===== config.mk =====
export PLATFORM = sky130hd
export DESIGN_NAME = cpu_sequencer
export DESIGN_NICKNAME = d
export VERILOG_FILES = /design/src/rtl/cpu_seq_pkg.sv /design/src/rtl/cpu_seq_decode.sv /design/src/rtl/cpu_sequencer.sv
export SDC_FILE = /design/constraint.sdc
export NUM_CORES = 1
export LEC_CHECK = 0
export CORE_UTILIZATION = 45
export DETAILED_ROUTE_END_ITERATION = 10
export PLACE_DENSITY = 0.76
export SLEW_MARGIN = 40
export SYNTH_ARGS = -nofsm -noshare
export SYNTH_HDL_FRONTEND = slang
export SYNTH_HIERARCHICAL = 1
export SYNTH_SLANG_ARGS = --single-unit
export TNS_END_PERCENT = 1

===== constraint.sdc =====
create_clock -name clk -period 4.5 [get_ports clk]
set_clock_uncertainty 0.2 [all_clocks]
set_input_delay 0.45 -clock clk [delete_from_list [all_inputs] [get_ports clk]]
set_output_delay 0.45 -clock clk [all_outputs]
set_load 0.02 [all_outputs]

===== src/rtl/cpu_seq_pkg.sv =====
// Shared encodings for the multi-cycle MIPS-subset sequencer: state codes,
// PC source select values and the opcode/funct values the decoder recognises.
package cpu_seq_pkg;

  typedef enum logic [2:0] {
    ST_FETCH     = 3'd0,
    ST_DECODE    = 3'd1,
    ST_EXECUTE   = 3'd2,
    ST_MEM       = 3'd3,
    ST_WRITEBACK = 3'd4,
    ST_ERROR     = 3'd5
  } seq_state_e;

  localparam logic [1:0] PC_SRC_SEQ    = 2'b00;
  localparam logic [1:0] PC_SRC_JUMP   = 2'b01;
  localparam logic [1:0] PC_SRC_BRANCH = 2'b10;
  localparam logic [1:0] PC_SRC_REG    = 2'b11;

  localparam logic [5:0] OP_RTYPE = 6'd0;
  localparam logic [5:0] OP_J     = 6'd2;
  localparam logic [5:0] OP_JAL   = 6'd3;
  localparam logic [5:0] OP_BEQ   = 6'd4;
  localparam logic [5:0] OP_BNE   = 6'd5;
  localparam logic [5:0] OP_ADDI  = 6'd8;
  localparam logic [5:0] OP_ADDIU = 6'd9;
  localparam logic [5:0] OP_SLTI  = 6'd10;
  localparam logic [5:0] OP_ANDI  = 6'd12;
  localparam logic [5:0] OP_ORI   = 6'd13;
  localparam logic [5:0] OP_LW    = 6'd35;
  localparam logic [5:0] OP_SB    = 6'd40;
  localparam logic [5:0] OP_SH    = 6'd41;
  localparam logic [5:0] OP_SW    = 6'd43;

  localparam logic [5:0] FN_SLL  = 6'd0;
  localparam logic [5:0] FN_SRL  = 6'd2;
  localparam logic [5:0] FN_SRA  = 6'd3;
  localparam logic [5:0] FN_JR   = 6'd8;
  localparam logic [5:0] FN_ADD  = 6'd32;
  localparam logic [5:0] FN_ADDU = 6'd33;
  localparam logic [5:0] FN_SUB  = 6'd34;
  localparam logic [5:0] FN_SUBU = 6'd35;
  localparam logic [5:0] FN_AND  = 6'd36;
  localparam logic [5:0] FN_OR   = 6'd37;
  localparam logic [5:0] FN_XOR  = 6'd38;
  localparam logic [5:0] FN_NOR  = 6'd39;
  localparam logic [5:0] FN_SLT  = 6'd42;

  function automatic logic rtype_funct_legal(input logic [5:0] fn);
    case (fn)
      FN_SLL, FN_SRL, FN_SRA, FN_JR,
      FN_ADD, FN_ADDU, FN_SUB, FN_SUBU,
      FN_AND, FN_OR, FN_XOR, FN_NOR, FN_SLT: rtype_funct_legal = 1'b1;
      default:                                rtype_funct_legal = 1'b0;
    endcase
  endfunction

endpackage


===== src/rtl/cpu_seq_decode.sv =====
// Combinational instruction classifier. Every class output is qualified by
// legality, so an unsupported encoding asserts nothing but !is_legal.
module cpu_seq_decode
  import cpu_seq_pkg::*;
(
  input  logic [5:0] opcode,
  input  logic [5:0] funct,
  output logic       is_legal,
  output logic       is_writer,
  output logic       is_load,
  output logic       is_store,
  output logic       is_jump,
  output logic       is_jr,
  output logic       is_beq,
  output logic       is_bne
);

  always_comb begin
    is_legal  = 1'b0;
    is_writer = 1'b0;
    is_load   = 1'b0;
    is_store  = 1'b0;
    is_jump   = 1'b0;
    is_jr     = 1'b0;
    is_beq    = 1'b0;
    is_bne    = 1'b0;
    case (opcode)
      OP_RTYPE: begin
        is_legal  = rtype_funct_legal(funct);
        is_jr     = (funct == FN_JR);
        is_writer = rtype_funct_legal(funct) && (funct != FN_JR);
      end
      OP_J: begin
        is_legal = 1'b1;
        is_jump  = 1'b1;
      end
      // jal both redirects the PC and writes the link register
      OP_JAL: begin
        is_legal  = 1'b1;
        is_jump   = 1'b1;
        is_writer = 1'b1;
      end
      OP_BEQ: begin
        is_legal = 1'b1;
        is_beq   = 1'b1;
      end
      OP_BNE: begin
        is_legal = 1'b1;
        is_bne   = 1'b1;
      end
      OP_ADDI, OP_ADDIU, OP_SLTI, OP_ANDI, OP_ORI: begin
        is_legal  = 1'b1;
        is_writer = 1'b1;
      end
      OP_LW: begin
        is_legal  = 1'b1;
        is_load   = 1'b1;
        is_writer = 1'b1;
      end
      OP_SB, OP_SH, OP_SW: begin
        is_legal = 1'b1;
        is_store = 1'b1;
      end
      default: ;
    endcase
  end

endmodule


===== src/rtl/cpu_sequencer.sv =====
// Multi-cycle instruction sequencer: owns the shared memory handshake, gates the
// datapath write strobes to the right cycle, traps bad encodings and counts retires.
//
// state     | meaning
// FETCH     | instruction read on the shared memory port, held off by stall
// DECODE    | classify opcode/funct, trap unsupported encodings
// EXECUTE   | resolve jumps and branches, pick MEM / WRITEBACK / FETCH
// MEM       | data read (lw) or write (sb/sh/sw)
// WRITEBACK | register file write, instruction retires
// ERROR     | trapped on illegal encoding or memory timeout, held until reset
module cpu_sequencer
  import cpu_seq_pkg::*;
#(
  parameter logic [15:0] MEM_TIMEOUT = 16'd1024,
  parameter int unsigned CNT_W       = 32
) (
  input  logic             clk,
  input  logic             reset,
  input  logic [5:0]       opcode,
  input  logic [5:0]       funct,
  input  logic             alu_zero,
  input  logic             mem_ready,
  input  logic             stall,
  output logic             mem_req,
  output logic             mem_is_data,
  output logic             mem_we,
  output logic             ir_wren,
  output logic             pc_wren,
  output logic [1:0]       pc_src,
  output logic             reg_file_wren,
  output logic [2:0]       state,
  output logic             illegal,
  output logic             timeout,
  output logic [CNT_W-1:0] retired_count
);

  seq_state_e       state_q, state_d;
  logic [15:0]      tmo_cnt_q, tmo_cnt_d;
  logic             illegal_q, illegal_d;
  logic             timeout_q, timeout_d;
  logic [CNT_W-1:0] retired_q, retired_d;

  logic is_legal, is_writer, is_load, is_store;
  logic is_jump, is_jr, is_beq, is_bne;
  logic retire, handshake, tmo_expire;

  cpu_seq_decode u_decode (
    .opcode    (opcode),
    .funct     (funct),
    .is_legal  (is_legal),
    .is_writer (is_writer),
    .is_load   (is_load),
    .is_store  (is_store),
    .is_jump   (is_jump),
    .is_jr     (is_jr),
    .is_beq    (is_beq),
    .is_bne    (is_bne)
  );

  always_comb begin
    mem_req       = 1'b0;
    mem_is_data   = 1'b0;
    mem_we        = 1'b0;
    ir_wren       = 1'b0;
    pc_wren       = 1'b0;
    pc_src        = PC_SRC_SEQ;
    reg_file_wren = 1'b0;
    state_d       = state_q;
    illegal_d     = illegal_q;
    retire        = 1'b0;
    // Strobes stay quiet while reset is held, so an abandoned transfer is not re-requested
    if (!reset) begin
      case (state_q)
        ST_FETCH: begin
          mem_req = !stall;
          if (!stall && mem_ready) begin
            ir_wren = 1'b1;
            pc_wren = 1'b1;
            state_d = ST_DECODE;
          end
        end
        ST_DECODE: begin
          if (is_legal) begin
            state_d = ST_EXECUTE;
          end else begin
            state_d   = ST_ERROR;
            illegal_d = 1'b1;
          end
        end
        ST_EXECUTE: begin
          if (is_jump) begin
            pc_wren = 1'b1;
            pc_src  = PC_SRC_JUMP;
          end else if (is_jr) begin
            pc_wren = 1'b1;
            pc_src  = PC_SRC_REG;
          end else if (is_beq) begin
            pc_wren = alu_zero;
            pc_src  = PC_SRC_BRANCH;
          end else if (is_bne) begin
            pc_wren = !alu_zero;
            pc_src  = PC_SRC_BRANCH;
          end
          if (is_load || is_store) begin
            state_d = ST_MEM;
          end else if (is_writer) begin
            state_d = ST_WRITEBACK;
          end else begin
            state_d = ST_FETCH;
            retire  = 1'b1;
          end
        end
        ST_MEM: begin
          mem_req     = 1'b1;
          mem_is_data = 1'b1;
          mem_we      = is_store;
          if (mem_ready) begin
            state_d = is_load ? ST_WRITEBACK : ST_FETCH;
            retire  = !is_load;
          end
        end
        ST_WRITEBACK: begin
          reg_file_wren = 1'b1;
          retire        = 1'b1;
          state_d       = ST_FETCH;
        end
        default: state_d = ST_ERROR;
      endcase
    end

    handshake  = mem_req && mem_ready;
    tmo_expire = (MEM_TIMEOUT != 16'd0) && mem_req && !mem_ready &&
                 (tmo_cnt_q == MEM_TIMEOUT - 16'd1);
    timeout_d  = timeout_q;
    if (tmo_expire) begin
      state_d   = ST_ERROR;
      timeout_d = 1'b1;
    end

    if (handshake || (state_d != state_q)) begin
      tmo_cnt_d = 16'd0;
    end else if (mem_req) begin
      tmo_cnt_d = tmo_cnt_q + 16'd1;
    end else begin
      tmo_cnt_d = tmo_cnt_q;
    end

    retired_d = retire ? retired_q + {{(CNT_W-1){1'b0}}, 1'b1} : retired_q;
  end

  always_ff @(posedge clk) begin
    if (reset) begin
      state_q   <= ST_FETCH;
      tmo_cnt_q <= 16'd0;
      illegal_q <= 1'b0;
      timeout_q <= 1'b0;
      retired_q <= '0;
    end else begin
      state_q   <= state_d;
      tmo_cnt_q <= tmo_cnt_d;
      illegal_q <= illegal_d;
      timeout_q <= timeout_d;
      retired_q <= retired_d;
    end
  end

  assign state         = state_q;
  assign illegal       = illegal_q;
  assign timeout       = timeout_q;
  assign retired_count = retired_q;

endmodule

# Word level (Yosys, flattened, before mapping)
# Memory sizes are Yosys's and may differ from the RTL's.
# Index checks and enable logic that the tools add are counted.
[totals]
ff_bits = 53
rom_bits = 128
in_bits = 17
out_inout_bits = 45
wordCells = 96
n_memories = 2
[memory_table]
columns = ["name", "depth", "word_bits", "rd", "rd_ports_with_merged_regs", "wr", "line_no", "text"]
rows = [
  ["(no name shown)", 64, 1, 1, 0, 0, "cpu_seq_pkg.sv:49", "case (fn)"],
  ["(no name shown)", 64, 1, 1, 0, 0, "cpu_seq_pkg.sv:49", ""],
]
[classes]
add_sub_neg = 2
n_eq_ne = 21
n_mux = 46
bitwise_logic = 1
reduce_logical = 19
[ops]
columns = ["cell", "count"]
rows = [
  ["$eq A6 B4 Y1 const B", 6],
  ["$add A32 B1 Y32 const B", 1],
  ["$mux W1", 26],
  ["$eq A6 B6 Y1 const B", 4],
  ["$mux W3", 8],
  ["$add A16 B1 Y16 const B", 1],
  ["$eq A16 B10 Y1 const B", 1],
  ["$pmux W3 S5", 1],
  ["$reduce_or A13 Y1", 1],
  ["$eq A6 B2 Y1 const B", 2],
  ["$eq A6 B3 Y1 const B", 2],
  ["$mux W2", 6],
  ["$pmux W1 S2", 4],
  ["$reduce_or A7 Y1", 1],
  ["$eq A3 B2 Y1 const B", 2],
  ["$logic_not A6 Y1", 1],
  ["$ne A6 B4 Y1 const B", 1],
  ["$logic_and A1 B1 Y1", 5],
  ["$logic_not A1 Y1", 4],
  ["$reduce_or A2 Y1", 2],
  ["$eq A3 B1 Y1 const B", 1],
  ["$eq A3 B3 Y1 const B", 1],
  ["$logic_not A3 Y1", 1],
  ["$ne A3 B3 Y1", 1],
  ["5 further kinds", 6],
]

# Logic depth before layout (Yosys ltp)
[depth]
ltp_word = 12
depth_mapped = 11

# Modules after synthesis
# The synthesis kept the hierarchy.
[by_module_without_submodules]
columns = ["module", "instances", "cells_each", "area_each_um2"]
rows = [
  ["cpu_sequencer", 1, 339, 2824.0],
  ["cpu_seq_decode", 1, 34, 220.2],
]

# Worst setup path before layout
# Ideal clock, no wire load.
[synth_timing]
path_type = "input -> register"
startpoint = "in funct[2]"
endpoint = "reg retired_q[23], in the netlist retired_count[23]"
arrival_time_ns = 2.623
required_ns = 4.226
slack_ns = 1.603
stages = 8
path_cell_list = "nor4b_1 > nand2_1 > a21o_1 > or3_1 > a211o_1 > a2111oi_4 > or4b_1 > o21ai_0"
[synth_between]
elab_chain_len = 8
elab_cells_between_ends = 9
classes_between = "eq/ne (1); mux (6); reduce/logical (1); memory (1)"
[synth_lines]
columns = ["item", "line_no", "text"]
rows = [
  ["start, declared", "cpu_sequencer.sv:20", "input logic [5:0] funct,"],
  ["$mem_v2 Z64 W1", "--", ""],
  ["$mux W1", "cpu_seq_decode.sv:27", "case (opcode)"],
  ["$logic_and A1 B1 Y1 (*)", "cpu_seq_decode.sv:31", "is_writer = rtype_funct_legal(funct) && (funct != FN_JR);"],
  ["$pmux W1 S2 (*)", "cpu_seq_decode.sv:27", ""],
  ["via is_writer", "cpu_sequencer.sv:43", "logic is_legal, is_writer, is_load, is_store;"],
  ["$mux W1 (*)", "cpu_sequencer.sv:106", "end else if (is_writer) begin"],
  ["$mux W1 (*)", "cpu_sequencer.sv:104", "if (is_load || is_store) begin"],
  ["$pmux W1 S3 (*)", "cpu_sequencer.sv:73", "case (state_q)"],
  ["$mux W1 (*)", "cpu_sequencer.sv:72", "if (!reset) begin"],
  ["end signal, assigned", "cpu_sequencer.sv:163", "retired_q <= retired_d;"],
  ["end, declared", "cpu_sequencer.sv:41", "logic [CNT_W-1:0] retired_q, retired_d;"],
]
# The timed path passes the listed nets; every way through them passes the cells marked *. The select of a mux whose other input is x is not followed.
# A chain may end at the register's enable or synchronous reset.

# Worst setup path after layout
[layout_timing]
startpoint = "in opcode[5]"
endpoint = "out pc_wren"
[layout_between]
elab_cells_between_ends = 16
classes_between = "eq/ne (4); mux (10); reduce/logical (2)"
[layout_lines]
columns = ["item", "line_no", "text"]
rows = [
  ["start, declared", "cpu_sequencer.sv:19", "input logic [5:0] opcode,"],
  ["$eq A6 B3 Y1", "cpu_seq_decode.sv:27", ""],
  ["$mux W1", "cpu_seq_decode.sv:27", ""],
  ["via is_beq", "cpu_sequencer.sv:44", "logic is_jump, is_jr, is_beq, is_bne;"],
  ["$mux W1", "cpu_sequencer.sv:97", "end else if (is_beq) begin"],
  ["$mux W1", "cpu_sequencer.sv:94", "end else if (is_jr) begin"],
  ["$mux W1", "cpu_sequencer.sv:91", "if (is_jump) begin"],
  ["$pmux W1 S2", "cpu_sequencer.sv:73", ""],
  ["$mux W1", "cpu_sequencer.sv:72", ""],
  ["end, declared", "cpu_sequencer.sv:28", "output logic pc_wren,"],
]
# The timed path passes the listed nets, and every way through them passes these cells.

==> flow_summary_export.csv <==
group,metric,value,unit
finish,area_growth,25.9,%
sta,rsz0062_at_grt,"no",
sta,worst_pin_slew,722,ps
synth,synth_edf_count,0,
clock_tree,cts-resized-gates,0,
power,total_power,0.000927,W
setup_path,worstPathRequired,3850,ps
min_path,hold_path.class,"reg2reg",
global_routing,grt_max_degree,41,
setup_path,path_max_fanout,8,
setup_path,cp_num_buf_inv,2,
sta,fin_tns_setup,0,ps
drt,viasPerCell,5.78,
clock_tree,cts_buffer_depth,2,
setup_path,path_delay_family,"buffers and inverters",
sta,setup_viol,0,
clock_tree,clkLatencyLatePin,310,ps
finish,multi_input_area,1860,sq um
sta,period_share,77.4,%
power,swShare,25.6,%
setup_path,crit_top_cell,"clkdlybuf4s50_1",
global_routing,antenna_found_initial,0,
die,rows,29,
drt,postRouteAntennaNets,0,
die,pin_count,62,
clock_tree,root_buffer,"clkbuf_8",
min_path,hold_depth,2,
sta,fmax,287,MHz
finish,nFillCells,591,
synth,synthArstFlopShare,0,%
finish,antennaDiodeCount,0,
clock_tree,clk_pin_slew,100,ps
sta,hold_ws,282,ps
drt,vias,2940,
drt,first_iter_violations,159,
die,start_util,47.4,%
synth,ys_types,55,
finish,nets,450,
setup_path,timing.rr.end,"tmo_cnt_q[11]",
drt,drtPass1Iterations,7,
placement,portBuffers,61,
min_path,holdCritStartpoint,"timeout",
synth,synth-warning-count,6,
clock_tree,cts.sinks,53,
global_routing,grt.total_usage,22.2,%
sta,period_needed,3480,ps
placement,gp_congestion,0.808,
clock_tree,tritoncts,"built",
power,seq_power_share,52.0,%
die,dieArea,7100,sq um
synth,avgSynthCellArea,8.16,sq um
setup_path,crit_path_end_kind,"primary output",
global_routing,grt_pass1_vias,2829,
setup_path,crit_arrival,2830,ps
synth,yosysSeqAreaShare,34.9,%
placement,dp_hpwl,5340,um
outcome,failed_checks,"DRC",
global_routing,grt_first_pass_wirelength,13100,um
setup_path,startpoint_type,"primary input",
finish,regArea,1060,sq um
synth,synth_nets,392,
setup_path,r2r_start,"tmo_cnt_q[0]",
die,die_h,84.3,um
run,drv_cap,0,
sta,final_hold_viol_count,0,
finish,layout-drive-gt1-share,5.09,%
global_routing,gr-total-overflow,0,
setup_path,critPathSlowestCell,"clkdlybuf4s50_1",
synth,syn_inst,373,
setup_path,reg2reg_depth,6,
die,fp.coreArea,6420,sq um
power,leakagePower,1.22,nW
outcome,status,"complete, but fails checks",
setup_path,r2r_setup_slack,1790,ps
synth,yosys_register_bits,53,
power,p_clk_share,35.6,%
power,power_frac_comb,12.4,%
clock_tree,hold_buffers,0,
power,switchingPower,0.000238,W
clock_tree,cts_setup_buffers,0,
power,internal_power,0.000689,W
clock_tree,h-tree-depth,2,
synth,synth.cell_area,3040,sq um
die,dieWidth,84.3,um
sta,drv_slew,0,
synth,yosys_most_used_dff,"dfxtp_1",
drt,wire_per_inst,14.7,um
sta,max_slew_margin,51.9,%
setup_path,path_cells,"clkdlybuf4s50_1 > nor3_1 > nor4bb_1 > nor3b_1 > a2111oi_0 > o21bai_1 > clkdlybuf4s50_1",
setup_path,slowest_delay,540,ps
power,ir_drop,154,uV
setup_path,crit_type,"in2out",
drt,wl,7490,um
clock_tree,numCtsBuffers,5,
min_path,holdPathEnd,"timeout",
power,p_per_area,242,nW/um^2
drt,drc_errors,8,
how the worst max path moves through the flow:
stage,depth (start not counted),slack (ps),start,end
after floorplan,8,1600,funct[2],retired_count[23]
after global placement,10,1020,opcode[5],retired_count[23]
after detailed placement,10,950,opcode[3],retired_count[23]
after CTS,7,1020,opcode[5],pc_wren
after global routing,7,830,opcode[5],pc_wren
final,7,1020,opcode[5],pc_wren
cells by family after synthesis:
kind of cell / share of synthesized area (%)
fa+ha+maj: 0.822
flops: 34.9
simple gates: 31.3
xor+xnor: 9.21
buf+inv: 4.11
compound gates: 18.7
mux: 1.03
sequential cells by signal, summed over array words and instances, names as in the netlist:
name,flops
state,3
tmo_cnt_q,16
timeout,1
illegal,1
retired_count,32
Yosys cell counts (5+ instances only):
cell	instances	area [sq um]
or3_1	12	75.1
nand2_1	28	105
a21oi_1	12	60.1
o211ai_1	9	67.6
xnor2_1	21	184
inv_1	15	56.3
o21ai_0	20	100
nor2b_1	5	31.3
nand4_1	5	31.3
dfxtp_1	53	1060
nor2_1	41	154
nor4b_1	14	123
and3_1	6	37.5
nor3_1	23	115
o2111ai_1	10	87.6
nand3_1	11	55.1
xor2_1	11	96.3
clkbuf_1	10	37.5
worst reg2reg max path, cell delays in order (launching register included):
cell,delay [ps]
dfxtp_1,390
ha_1,200
nor4bb_1,490
o21ai_1,160
or2_2,390
a22oi_2,610
nor4b_1,130
cell type report:
class / instances / area share, %
Multi-Input combinational cell: 290 / 48.5
Sequential cell: 53 / 27.7
Timing Repair Buffer: 66 / 16.9
Tap cell: 77 / 2.51
Clock buffer: 5 / 1.80
Inverter: 15 / 1.47
Clock inverter: 3 / 1.14
power by group through the flow:
| stage | Combinational, W | Clock (W) | Sequential (W) |
|---|---|---|---|
| after floorplan | 0.0000660 | 0 | 0.000493 |
| after global placement | 0.000112 | 0 | 0.000492 |
| after detailed placement | 0.000114 | 0 | 0.000492 |
| after CTS | 0.000115 | 0.000338 | 0.000482 |
| after global routing | 0.000126 | 0.000356 | 0.000484 |
| final | 0.000115 | 0.000330 | 0.000482 |
cell usage in the layout (no fill, tap or decap), types with 6 or more instances in the layout:
cell and instances:
nor4b_1 14, o21ai_0 20, o2111ai_1 10, inv_1 15, clkdlybuf4s50_1 61, nor3_1 23, dfxtp_1 53, o211ai_1 9
nor2_1 41, xnor2_1 21, xor2_1 11, a21oi_1 12, or3_1 12, and3_1 6, nand3_1 11, nand2_1 28
metal layers:
layer  wire length [um]  up-vias  global-route usage (%)
met2               3660       53                    38.7
met3                318        8                    4.03
met4                 73        0                    4.86
met1               3440     1385                    28.6
met5                  0        -                       0
li1                   -     1494                       -
through the flow:
stage / instance area [sq um] / cells / setup slack [ps] / util (%)
6_report: 3830 / 509 / 1020 / 59.7
2_1_floorplan: 3040 / 373 / 1600 / -
5_1_grt: 3830 / 509 / 826 / 59.7
3_3_place_gp: 3720 / 501 / 1020 / 57.9
4_1_cts: 3830 / 509 / 1020 / 59.7
3_5_place_dp: 3720 / 501 / 950 / 57.9
Note: power is estimated with default switching activity, not from simulation.
